$ cat config.mk
export PLATFORM = sky130hd
export DESIGN_NAME = reg_writeback_queue_flat
export DESIGN_NICKNAME = d
export VERILOG_FILES = /design/src/rtl/reg_writeback_queue_if.sv /design/src/rtl/reg_writeback_queue.sv /design/src/flat_wrapper.sv
export SDC_FILE = /design/constraint.sdc
export NUM_CORES = 1
export LEC_CHECK = 0
export BUFFER_PORTS_ARGS = -buffer_cell sky130_fd_sc_hd__buf_2
export CAP_MARGIN = 0
export CORE_MARGIN = 10
export CORE_UTILIZATION = 25
export CTS_CLUSTER_DIAMETER = 200
export DETAILED_ROUTE_END_ITERATION = 6
export PLACE_DENSITY_LB_ADDON = 0.08
export SLEW_MARGIN = 20
export SYNTH_ARGS = -nofsm -noshare
export SYNTH_HDL_FRONTEND = slang
export SYNTH_SLANG_ARGS = --single-unit
$ cat constraint.sdc
create_clock -name clk -period 4.6 [get_ports clk]
set_input_delay 0.46 -clock clk [delete_from_list [all_inputs] [get_ports clk]]
set_output_delay 0.46 -clock clk [all_outputs]
set_load 0.1 [all_outputs]
$ cat src/rtl/reg_writeback_queue_if.sv
// Result-in / register-write-out bundle for reg_writeback_queue, plus hazard lookup.
// slave = queue side, master = producer/register-file/decode side.
interface reg_writeback_queue_if #(
    parameter int DEPTH = 4,
    parameter int DW    = 32
);
    logic                         res_valid;
    logic                         res_ready;
    logic [4:0]                   res_rd;
    logic [DW-1:0]                res_data;
    logic                         wr_stall;
    logic                         wr_en;
    logic [4:0]                   wr_rd;
    logic [DW-1:0]                wr_data;
    logic [4:0]                   rs;
    logic [4:0]                   rt;
    logic                         hazard_a;
    logic                         hazard_b;
    logic [DW-1:0]                fwd_a_data;
    logic [DW-1:0]                fwd_b_data;
    logic [$clog2(DEPTH+1)-1:0]   count;

    modport slave (
        input  res_valid, res_rd, res_data, wr_stall, rs, rt,
        output res_ready, wr_en, wr_rd, wr_data,
               hazard_a, hazard_b, fwd_a_data, fwd_b_data, count
    );

    modport master (
        output res_valid, res_rd, res_data, wr_stall, rs, rt,
        input  res_ready, wr_en, wr_rd, wr_data,
               hazard_a, hazard_b, fwd_a_data, fwd_b_data, count
    );
endinterface

$ cat src/rtl/reg_writeback_queue.sv
// In-order writeback queue feeding the register file write port; RAW hazard report (REG_WB_FWD_EN adds forwarding).
// Latency: result accepted at edge N is presented on wr_* after N and written at N+1 (when not stalled).
// Backpressure: res_ready = !full (no pass-through when full); wr_stall holds the head in place.
module reg_writeback_queue #(
    parameter int DEPTH = 4,
    parameter int DW    = 32
) (
    input  logic                  clk,
    input  logic                  rst,
    reg_writeback_queue_if.slave  bus
);
    localparam int PW = (DEPTH > 1) ? $clog2(DEPTH) : 1;
    localparam int CW = $clog2(DEPTH + 1);
    localparam logic [CW-1:0] FULL_CNT = CW'(DEPTH);

    typedef struct packed {
        logic [4:0]    rd;
        logic [DW-1:0] data;
    } entry_t;

    entry_t          ent_q [DEPTH];
    logic [DEPTH-1:0] vld_q;
    logic [PW-1:0]   wr_ptr;
    logic [PW-1:0]   rd_ptr;
    logic [CW-1:0]   cnt_q;

    logic full;
    logic empty;
    logic accept;
    logic push;
    logic pop;

    assign full   = (cnt_q == FULL_CNT);
    assign empty  = (cnt_q == '0);
    assign accept = bus.res_valid && !full;
    // r0 writes complete the handshake but never occupy a slot
    assign push   = accept && (bus.res_rd != 5'd0);
    assign pop    = !empty && !bus.wr_stall;

    always_ff @(posedge clk or negedge rst) begin
        if (!rst) begin
            for (int i = 0; i < DEPTH; i++) begin
                ent_q[i] <= '0;
            end
            vld_q  <= '0;
            wr_ptr <= '0;
            rd_ptr <= '0;
            cnt_q  <= '0;
        end else begin
            // push and pop never target the same slot: equal pointers mean empty or full
            if (push) begin
                ent_q[wr_ptr] <= '{rd: bus.res_rd, data: bus.res_data};
                vld_q[wr_ptr] <= 1'b1;
                wr_ptr        <= wr_ptr + 1'b1;
            end
            if (pop) begin
                ent_q[rd_ptr] <= '0;
                vld_q[rd_ptr] <= 1'b0;
                rd_ptr        <= rd_ptr + 1'b1;
            end
            case ({push, pop})
                2'b10:   cnt_q <= cnt_q + 1'b1;
                2'b01:   cnt_q <= cnt_q - 1'b1;
                default: cnt_q <= cnt_q;
            endcase
        end
    end

    assign bus.res_ready = !full;
    assign bus.wr_en     = pop;
    assign bus.wr_rd     = empty ? 5'd0     : ent_q[rd_ptr].rd;
    assign bus.wr_data   = empty ? {DW{1'b0}} : ent_q[rd_ptr].data;
    assign bus.count     = cnt_q;

    logic hit_a;
    logic hit_b;
`ifdef REG_WB_FWD_EN
    logic [DW-1:0] fwd_a;
    logic [DW-1:0] fwd_b;
`endif

    // Walk oldest to youngest so the last match seen is the youngest pending write
    always_comb begin
        hit_a = 1'b0;
        hit_b = 1'b0;
`ifdef REG_WB_FWD_EN
        fwd_a = '0;
        fwd_b = '0;
`endif
        for (int k = 0; k < DEPTH; k++) begin
            automatic logic [PW-1:0] idx = rd_ptr + PW'(k);
            if (vld_q[idx]) begin
                if (ent_q[idx].rd == bus.rs) begin
                    hit_a = 1'b1;
`ifdef REG_WB_FWD_EN
                    fwd_a = ent_q[idx].data;
`endif
                end
                if (ent_q[idx].rd == bus.rt) begin
                    hit_b = 1'b1;
`ifdef REG_WB_FWD_EN
                    fwd_b = ent_q[idx].data;
`endif
                end
            end
        end
    end

    assign bus.hazard_a = hit_a && (bus.rs != 5'd0);
    assign bus.hazard_b = hit_b && (bus.rt != 5'd0);

`ifdef REG_WB_FWD_EN
    assign bus.fwd_a_data = bus.hazard_a ? fwd_a : {DW{1'b0}};
    assign bus.fwd_b_data = bus.hazard_b ? fwd_b : {DW{1'b0}};
`else
    assign bus.fwd_a_data = {DW{1'b0}};
    assign bus.fwd_b_data = {DW{1'b0}};
`endif
endmodule

$ cat src/flat_wrapper.sv
// flat-port wrapper written by rule: the top's interface ports become plain ports
module reg_writeback_queue_flat 
#(
    parameter int DEPTH = 4,
    parameter int DW    = 32
)
  (clk, rst, bus_res_valid, bus_res_rd, bus_res_data, bus_wr_stall, bus_rs, bus_rt, bus_res_ready, bus_wr_en, bus_wr_rd, bus_wr_data, bus_hazard_a, bus_hazard_b, bus_fwd_a_data, bus_fwd_b_data, bus_count);
  reg_writeback_queue_if #(.DEPTH(DEPTH), .DW(DW)) bus_i ();
  input  logic clk;
  input  logic rst;
  input wire logic [$bits(bus_i.res_valid)-1:0] bus_res_valid;
  input wire logic [$bits(bus_i.res_rd)-1:0] bus_res_rd;
  input wire logic [$bits(bus_i.res_data)-1:0] bus_res_data;
  input wire logic [$bits(bus_i.wr_stall)-1:0] bus_wr_stall;
  input wire logic [$bits(bus_i.rs)-1:0] bus_rs;
  input wire logic [$bits(bus_i.rt)-1:0] bus_rt;
  output wire logic [$bits(bus_i.res_ready)-1:0] bus_res_ready;
  output wire logic [$bits(bus_i.wr_en)-1:0] bus_wr_en;
  output wire logic [$bits(bus_i.wr_rd)-1:0] bus_wr_rd;
  output wire logic [$bits(bus_i.wr_data)-1:0] bus_wr_data;
  output wire logic [$bits(bus_i.hazard_a)-1:0] bus_hazard_a;
  output wire logic [$bits(bus_i.hazard_b)-1:0] bus_hazard_b;
  output wire logic [$bits(bus_i.fwd_a_data)-1:0] bus_fwd_a_data;
  output wire logic [$bits(bus_i.fwd_b_data)-1:0] bus_fwd_b_data;
  output wire logic [$bits(bus_i.count)-1:0] bus_count;
  assign bus_i.res_valid = bus_res_valid;
  assign bus_i.res_rd = bus_res_rd;
  assign bus_i.res_data = bus_res_data;
  assign bus_i.wr_stall = bus_wr_stall;
  assign bus_i.rs = bus_rs;
  assign bus_i.rt = bus_rt;
  assign bus_res_ready = bus_i.res_ready;
  assign bus_wr_en = bus_i.wr_en;
  assign bus_wr_rd = bus_i.wr_rd;
  assign bus_wr_data = bus_i.wr_data;
  assign bus_hazard_a = bus_i.hazard_a;
  assign bus_hazard_b = bus_i.hazard_b;
  assign bus_fwd_a_data = bus_i.fwd_a_data;
  assign bus_fwd_b_data = bus_i.fwd_b_data;
  assign bus_count = bus_i.count;
  reg_writeback_queue #(.DEPTH(DEPTH), .DW(DW)) u_core (.clk(clk), .rst(rst), .bus(bus_i));
endmodule
==> results of run 1 <==
synth_stat cells (4+ instances only):
cell        n
nand2_1   298
dfrtp_1   159
a21oi_1   148
buf_4      67
mux4_2     56
nor2b_1    37
xor2_1     34
clkbuf_1   33
buf_6      18
buf_2      12
xnor2_1    11
nor2_1     10
ha_1        9
nand3_1     9
inv_1       8
nor4_1      8
and2_1      6
buf_1       4
nand2_2     4
cell families after synthesis:
family | after synthesis | share of synthesized area, %
fa+ha+maj | 10 | 1.46
compound gates | 153 | 8.53
xor+xnor | 45 | 4.33
simple gates | 380 | 17.6
other cells | 1 | 0.0412
mux | 57 | 14.0
buf+inv | 143 | 10.3
flops | 159 | 43.7
flip-flops by register name (all words and copies together), names as in the netlist:
name / count
u_core.bus.count: 3
u_core.ent_q: 148
u_core.rd_ptr: 2
u_core.wr_ptr: 2
u_core.vld_q: 4
routing by layer:
| layer | vias to the layer above | global-route usage (%) | routed length, microns |
|---|---|---|---|
| met3 | 12 | 2.34 | 1090 |
| met1 | 3402 | 18.9 | 14600 |
| li1 | 3144 | - | - |
| met2 | 136 | 23.2 | 14900 |
| met5 | - | 0 | 0 |
| met4 | 0 | 2.57 | 165 |
how the worst max path moves through the flow:
stage | end | slack [ns] | cells past startpoint
floorplan | bus_hazard_b | 0.44 | 12
global placement | bus_hazard_a | 1.04 | 9
CTS | bus_hazard_a | 0.53 | 9
global route | bus_hazard_a | 0.35 | 9
finish | bus_hazard_a | 0.56 | 9
detailed placement | bus_hazard_a | 1.00 | 9
layout make-up:
type / count / area share (%)
repair buffers: 102 / 5.40
multi-input cells: 709 / 43.6
clock inverters: 12 / 1.57
well taps: 461 / 5.67
inverters: 8 / 0.295
clock buffers: 19 / 4.25
diodes: 1 / 0.0246
flip-flops and latches: 159 / 39.1
metrics by stage:
| step | instances | hold slack (ns) |
|---|---|---|
| 2_1_floorplan | 1011 | 0.164 |
| 3_3_place_gp | 1439 | 0.507 |
| 3_5_place_dp | 1439 | 0.512 |
| 4_1_cts | 1470 | 0.167 |
| 5_1_grt | 1470 | 0.183 |
| 6_report | 1471 | 0.0908 |
==> impl_metrics.yaml, run 1 <==
detailed_routing:
  dr_total_vias: 6694
  wl_per_cell_microns: 21.0
  drt_iter0_markers: 341
  drcViolationCount: 0
  antenna_left: 0
  firstDrtPassIters: 5
  vias_per_cell: 4.55
  routed_wl_microns: 30800
clock_tree:
  clk_latency_ns: 0.43
  htreeDepth: 4
  clock-sinks: 159
  postCtsSetupRepairBufs: 0
  hold_buffers: 0
  cts_made_buffers: 17
  cts_resized: 0
  root_buffer: "clkbuf_16"
  ctsLongestPathBuffers: 2
  cts_tree: "done"
  clk_pin_slew_worst_paths_ns: 0.07
timing:
  finalCriticalPeriod_ns: 4.04
  fin_setup_tns_ns: 0
  tightestPinTransition_ns: 1.12
  min_period_over_period_pct: 87.8
  skew_ns: 0.0186
  max-slew-margin-rel_pct: 25.4
  rsz0062_at_grt: "no"
  fmax_mhz: 248
  finalSetupViolCount: 0
  hold_viol: 0
  fin_ws_ns: 0.560
  slew_violations: 0
setup_path:
  worst-setup-path-type: "reg -> out"
  required_ns: 4.14
  max_stage_delay_ns: 0.70
  slowest_stage: "ha_1"
  reg2reg_to: "u_core.vld_q[3]"
  worstRegToRegCells: 6
  r2r-start: "u_core.rd_ptr[0]"
  crit_fanout: 13
  worstPathArrival_ns: 3.58
  cp_top_family: "adder cells"
  endpoint_kind: "output port"
  worst-path-buf-inv: 2
  critPathLaunch: "u_core.rd_ptr[0]"
  rrSetupSlack_ns: 1.60
  path_cells: "inv_1 > ha_1 > mux4_2 > xor2_1 > nor4_1 > nand3_1 > nand4_1 > o21a_1 > buf_2"
  start_kind: "register"
global_route:
  antenna_found_initial: 1
  overflow: 0
  grt_max_degree: 94
  grt_pass1_wl_microns: 47300
  grt_pass1_vias: 7182
  gr-usage-all-layers_pct: 14.0
yosys:
  ys_ff_latch: 159
  syn_area_sq_um: 9100
  synthDistinctLibCells: 30
  ys_warn_count: 0
  synth-seq-area-share_pct: 43.7
  synth_top_area_share_pct: 43.7
  avgSynthCellArea_sq_um: 9.60
  synth_top_cell_by_area: "dfrtp_1"
  syn_inst: 948
  async_flop_share_pct: 100
  yosys_most_used_dff: "dfrtp_1"
  yosys-top-cells-area: "dfrtp_1 (44%), mux4_2 (14%), nand2_1 (12%), a21oi_1 (8.1%), buf_4 (5.5%)"
  synth_enable_flop_cells: 0
finish:
  layout_commonest_cell: "nand2_1"
  nets: 1058
  multi_input_area_sq_um: 4440
  area_growth_pct: 11.8
  fillers: 3866
  final_util_pct: 28.5
  drive_above_1_share_pct: 20.0
  area.sequential_sq_um: 3980
  mostFrequentLayoutCells: "nand2_1 (298), dfrtp_1 (157), a21oi_1 (148), buf_2 (93), conb_1 (64)"
  fin_area_sq_um: 10200
floorplan:
  die_x_microns: 211
  rows: 69
  ios: 159
  coreArea_sq_um: 35700
  start_util_pct: 25.5
  fp.dieH_microns: 211
  die_area_sq_um: 44400
place:
  dp_hpwl_microns: 18000
  preCtsSetupSlack_ns: 1.00
  place.gp.congestion: 0.809
  port_buffers: 94
  place_area_sq_um: 9570
status:
  outcome: "finished, final reports clean"
job:
  max-cap-violations: 0
hold_path:
  min_path_type: "in -> async"
Power of run 1 is left out: the tool's default activity adds up to more than one toggle a clock period on the data nets, which glitch-free logic cannot reach.
==> run 2, diff against run 1 <==
--- a/config.mk
+++ b/config.mk
@@ -7,7 +7,7 @@
 export LEC_CHECK = 0
 export BUFFER_PORTS_ARGS = -buffer_cell sky130_fd_sc_hd__buf_2
 export CAP_MARGIN = 0
-export CORE_MARGIN = 10
+export CORE_MARGIN = 8
 export CORE_UTILIZATION = 25
 export CTS_CLUSTER_DIAMETER = 200
 export DETAILED_ROUTE_END_ITERATION = 6
==> run 2 against run 1 <==
Sequential cell count stayed put. Register-to-register slack better by 0.54 ns. First-iteration DRC count is 11% higher.
==> impl_metrics.yaml, run 2 (synthesis results as in run 1) <==
floorplan:
  fp.dieH_microns: 207
  die_area_sq_um: 42800
  start_util_pct: 25.1
  rows: 70
  coreArea_sq_um: 36300
  die_x_microns: 207
  ios: 159
timing:
  fin_setup_tns_ns: 0
  skew_ns: 0.00944
  hold_viol: 0
  slew_violations: 0
  rsz0062_at_grt: "no"
  fmax_mhz: 248
  tightestPinTransition_ns: 1.12
  whs_ns: 0.0844
  min_period_over_period_pct: 87.5
  finalCriticalPeriod_ns: 4.03
  finalSetupViolCount: 0
  max-slew-margin-rel_pct: 25.2
setup_path:
  start_kind: "register"
  endpoint_kind: "output port"
  required_ns: 4.14
  path_cells: "inv_1 > ha_1 > mux4_2 > xor2_1 > nor4_1 > nand3_1 > nand4_1 > o21a_1 > buf_2"
  slowest_stage: "ha_1"
  max_stage_delay_ns: 0.69
  worstPathArrival_ns: 3.57
  crit_fanout: 13
  worst-setup-path-type: "reg -> out"
place:
  dp_hpwl_microns: 18300
  port_buffers: 94
  place.gp.congestion: 0.770
detailed_routing:
  firstDrtPassIters: 4
  wl_per_cell_microns: 20.9
  drt_iter0_markers: 377
  routed_wl_microns: 31000
  vias_per_cell: 4.52
  dr_total_vias: 6702
  drcViolationCount: 0
  antenna_left: 0
clock_tree:
  cts_resized: 0
  htreeDepth: 4
  cts_made_buffers: 17
  clk_pin_slew_worst_paths_ns: 0.08
  clk_latency_ns: 0.43
  ctsLongestPathBuffers: 2
  hold_buffers: 0
  postCtsSetupRepairBufs: 0
  cts_tree: "done"
  clock-sinks: 159
  root_buffer: "clkbuf_16"
finish:
  top_register: "u_core.ent_q"
  layout_commonest_cell: "nand2_1"
  largest_reg_flops: 148
  drive_above_1_share_pct: 20.6
  area_growth_pct: 12.2
  nets: 1062
  n_antenna_cell: 0
  mostFrequentLayoutCells: "nand2_1 (298), dfrtp_1 (157), a21oi_1 (148), buf_2 (93), conb_1 (64)"
global_route:
  grt_max_degree: 85
  gr-usage-all-layers_pct: 14.6
  grt_pass1_vias: 7010
  overflow: 0
  antenna_found_initial: 2
  grt_pass1_wl_microns: 46500
hold_path:
  min_path_type: "in -> async"
status:
  outcome: "finished, final reports clean"
job:
  max-cap-violations: 0
[run 2: through the flow]
step | instances | area (sq um) | worst slack (ns) | util, %
after floorplan | 1011 | 9340 | 0.441 | -
after global placement | 1450 | 9600 | 1.06 | 26.5
after detailed placement | 1450 | 9600 | 1.02 | 26.5
after CTS | 1482 | 10200 | 0.535 | 28.1
after global routing | 1482 | 10200 | 0.333 | 28.1
final | 1482 | 10200 | 0.574 | 28.1
[run 2: area by class of cell]
cell class / count / area, sq um
inverter: 8 / 30.0
clock inverter: 14 / 169
multi-input combinational: 709 / 4430
tap: 468 / 586
timing repair buffer: 106 / 567
clock buffer: 18 / 439
sequential: 159 / 3980
fill: 3912 / 26100
[run 2: worst paths after layout]
kind | startpoint | to | slack, ns | cells past startpoint
max reg2reg | u_core.rd_ptr[1] | u_core.vld_q[2] | 2.14 | 5
min in group clk | bus_res_data[20] | u_core.ent_q[20] | 0.29 | 3
min reg2reg | u_core.ent_q[30] | u_core.ent_q[30] | 0.52 | 2
max in group asynchronous | rst | u_core.ent_q[101] | 3.39 | 2
min | rst | u_core.ent_q[94] | 0.08 | 1
max | u_core.rd_ptr[0] | bus_hazard_b | 0.57 | 9
[run 2: critical path, delay by kind of cell, from the launching register on]
family                     cells  cell delay, ns
DFF                            1            0.42
and+or+nand+nor                3            0.61
adders and majority gates      1            0.69
muxes                          1            0.63
AOI/OAI and AO/OA              1            0.12
buffers and inverters          2            0.50
xor gates and xnor gates       1            0.16
[run 2: layer usage]
metal | vias up | wire (microns) | global-route usage (%)
met1 | 3385 | 14800 | 20.5
met2 | 153 | 14600 | 23.4
met5 | - | 22 | 0
met3 | 20 | 1280 | 2.54
met4 | 4 | 303 | 3.06
li1 | 3140 | - | -
Power of run 2 is left out for the same reason.
==> run 3, diff against run 2 <==
--- a/config.mk
+++ b/config.mk
@@ -7,6 +7,8 @@
 export LEC_CHECK = 0
 export BUFFER_PORTS_ARGS = -buffer_cell sky130_fd_sc_hd__buf_2
 export CAP_MARGIN = 0
+export CELL_PAD_IN_SITES_DETAIL_PLACEMENT = 2
+export CELL_PAD_IN_SITES_GLOBAL_PLACEMENT = 2
 export CORE_MARGIN = 8
 export CORE_UTILIZATION = 25
 export CTS_CLUSTER_DIAMETER = 200
==> run 3 against run 2 <==
First-iteration DRC count shrank 39%. Non-clock buffer count increased by 3. Die area unchanged. Worst setup slack gained 0.061 ns. Register-to-register slack worse by 0.58 ns. Count of clock-buffer cells in the layout up 4. Sequential cell count unchanged. Worst hold slack improved by 0.017 ns. Sequential share of layout area is 0.13 points lower. Via count grew 3.0%. Core utilization up 0.093 points. Critical path type unchanged.
==> impl_metrics.yaml, run 3 (synthesis results as in run 1) <==
clock_tree:
  clock-sinks: 159
  htreeDepth: 4
  cts_tree: "done"
  cts_made_buffers: 17
  ctsLongestPathBuffers: 2
  clk_pin_slew_worst_paths_ns: 0.07
  clk_latency_ns: 0.44
  hold_buffers: 0
  root_buffer: "clkbuf_16"
  cts_resized: 0
  postCtsSetupRepairBufs: 0
timing:
  hold_viol: 0
  slew_violations: 0
  min_period_over_period_pct: 86.2
  skew_ns: 0.0128
  finalSetupViolCount: 0
  rsz0062_at_grt: "no"
  finalCriticalPeriod_ns: 3.97
  fin_setup_tns_ns: 0
  fmax_mhz: 252
  max-slew-margin-rel_pct: 28.0
  tightestPinTransition_ns: 1.08
setup_path:
  worstPathArrival_ns: 3.51
  critPathLaunch: "u_core.rd_ptr[0]"
  required_ns: 4.14
  reg2reg_to: "u_core.ent_q[14]"
  path_cells: "inv_1 > ha_1 > mux4_2 > xor2_1 > nor4_1 > nand3_1 > nand4_1 > o21a_1 > buf_2"
  worst-setup-path-type: "reg -> out"
  crit_fanout: 13
  endpoint: "bus_hazard_a"
  r2r-start: "u_core.rd_ptr[0]"
  endpoint_kind: "output port"
  start_kind: "register"
  worstRegToRegCells: 6
  max_stage_delay_ns: 0.70
  rrSetupSlack_ns: 1.56
  slowest_stage: "ha_1"
hold_path:
  min_path_type: "in -> async"
pwr:
  powerDensity_nw_per_um2: 916
  p_leak_uw: 0.00459
  ir_drop_mv: 0.489
place:
  port_buffers: 94
  place.gp.congestion: 0.756
  dp_hpwl_microns: 20100
  dp.cells: 1453
global_route:
  grt_pass1_vias: 7770
  antenna_found_initial: 0
  grt_pass1_wl_microns: 50200
  grt_max_degree: 83
  overflow: 0
  gr-usage-all-layers_pct: 15.8
floorplan:
  die_area_sq_um: 42800
  fp.dieH_microns: 207
  coreArea_sq_um: 36300
  die_x_microns: 207
  rows: 70
  start_util_pct: 25.1
  ios: 159
finish:
  instances_no_fill: 1485
  final_util_pct: 28.2
  mostFrequentLayoutCells: "nand2_1 (298), dfrtp_1 (157), a21oi_1 (148), buf_2 (93), conb_1 (64)"
  layout_commonest_cell: "nand2_1"
  drive_above_1_share_pct: 20.6
  top_register: "u_core.ent_q"
  nets: 1065
  fillers: 4101
  largest_reg_flops: 148
  area_growth_pct: 12.5
detailed_routing:
  drt_iter0_markers: 230
  drcViolationCount: 0
  dr_total_vias: 6903
  vias_per_cell: 4.65
  antenna_left: 0
  wl_per_cell_microns: 22.1
  firstDrtPassIters: 4
  routed_wl_microns: 32800
status:
  outcome: "finished, final reports clean"
job:
  max-cap-violations: 0
-- run 3: changes by cell type in the layout (fill, tap and decap cells not counted), sizes merged --
| cell | delta |
|---|---|
| bufinv | +1 |
| clkinvlp | +1 |
| clkbuf | +4 |
| diode | +1 |
| inv | -8 |
| clkinv | +1 |
| buf | +3 |
-- run 3: worst max-delay path: cells and delay by family, from the launching register on --
family	cells	cell delay, ns
muxes	1	0.63
AOI/OAI and AO/OA	1	0.12
xor gates and xnor gates	1	0.17
adders and majority gates	1	0.70
DFF	1	0.41
buffers and inverters	2	0.48
and+or+nand+nor	3	0.55
-- run 3: power breakdown --
part	internal (uW)	total [uW]	switching, uW	leakage (uW)
Sequential	1960	2340	376	0.00208
Clock	897	1520	620	0.000293
Combinational	1540	5530	3980	0.00222
Total	4400	9380	4980	0.00459
-- run 3: stage by stage --
stage / power, uW / worst slack (ns) / area [sq um] / hold WS, ns
floorplan: 6830 / 0.441 / 9340 / 0.164
global placement: 7950 / 1.03 / 9630 / 0.506
detailed placement: 8010 / 1.03 / 9630 / 0.514
CTS: 9570 / 0.540 / 10200 / 0.140
global route: 9980 / 0.377 / 10200 / 0.158
finish: 9380 / 0.635 / 10200 / 0.102
-- run 3: routing by layer --
metal  GRT usage (%)  part of all wire, %  vias to the layer above
met2            27.2                   50                      102
met5               0                    0                        -
met3            2.29                  2.9                       12
li1                -                    -                     3139
met4            3.55                 0.81                        0
met1            20.7                   46                     3650
-- run 3: layout make-up --
| type | instances | area (sq um) | area share (%) |
|---|---|---|---|
| Antenna cell | 1 | 2.50 | 0.0244 |
| Clock buffer | 22 | 474 | 4.63 |
| Clock inverter | 9 | 133 | 1.30 |
| Inverter | 8 | 30.0 | 0.293 |
| Multi-Input combinational cell | 709 | 4430 | 43.3 |
| Sequential cell | 159 | 3980 | 38.9 |
| Tap cell | 468 | 586 | 5.72 |
| Timing Repair Buffer | 109 | 602 | 5.88 |
-- run 3: worst min-delay path by stage --
stage	endpoint	cells past startpoint	slack, ns
2_1_floorplan	u_core.bus.count[0]	0	0.16
3_3_place_gp	u_core.ent_q[12]	2	0.51
3_5_place_dp	u_core.ent_q[29]	2	0.51
4_1_cts	u_core.ent_q[45]	1	0.14
5_1_grt	u_core.ent_q[45]	1	0.16
6_report	u_core.ent_q[45]	1	0.10
No activity file was read; power rests on OpenSTA's default activity.
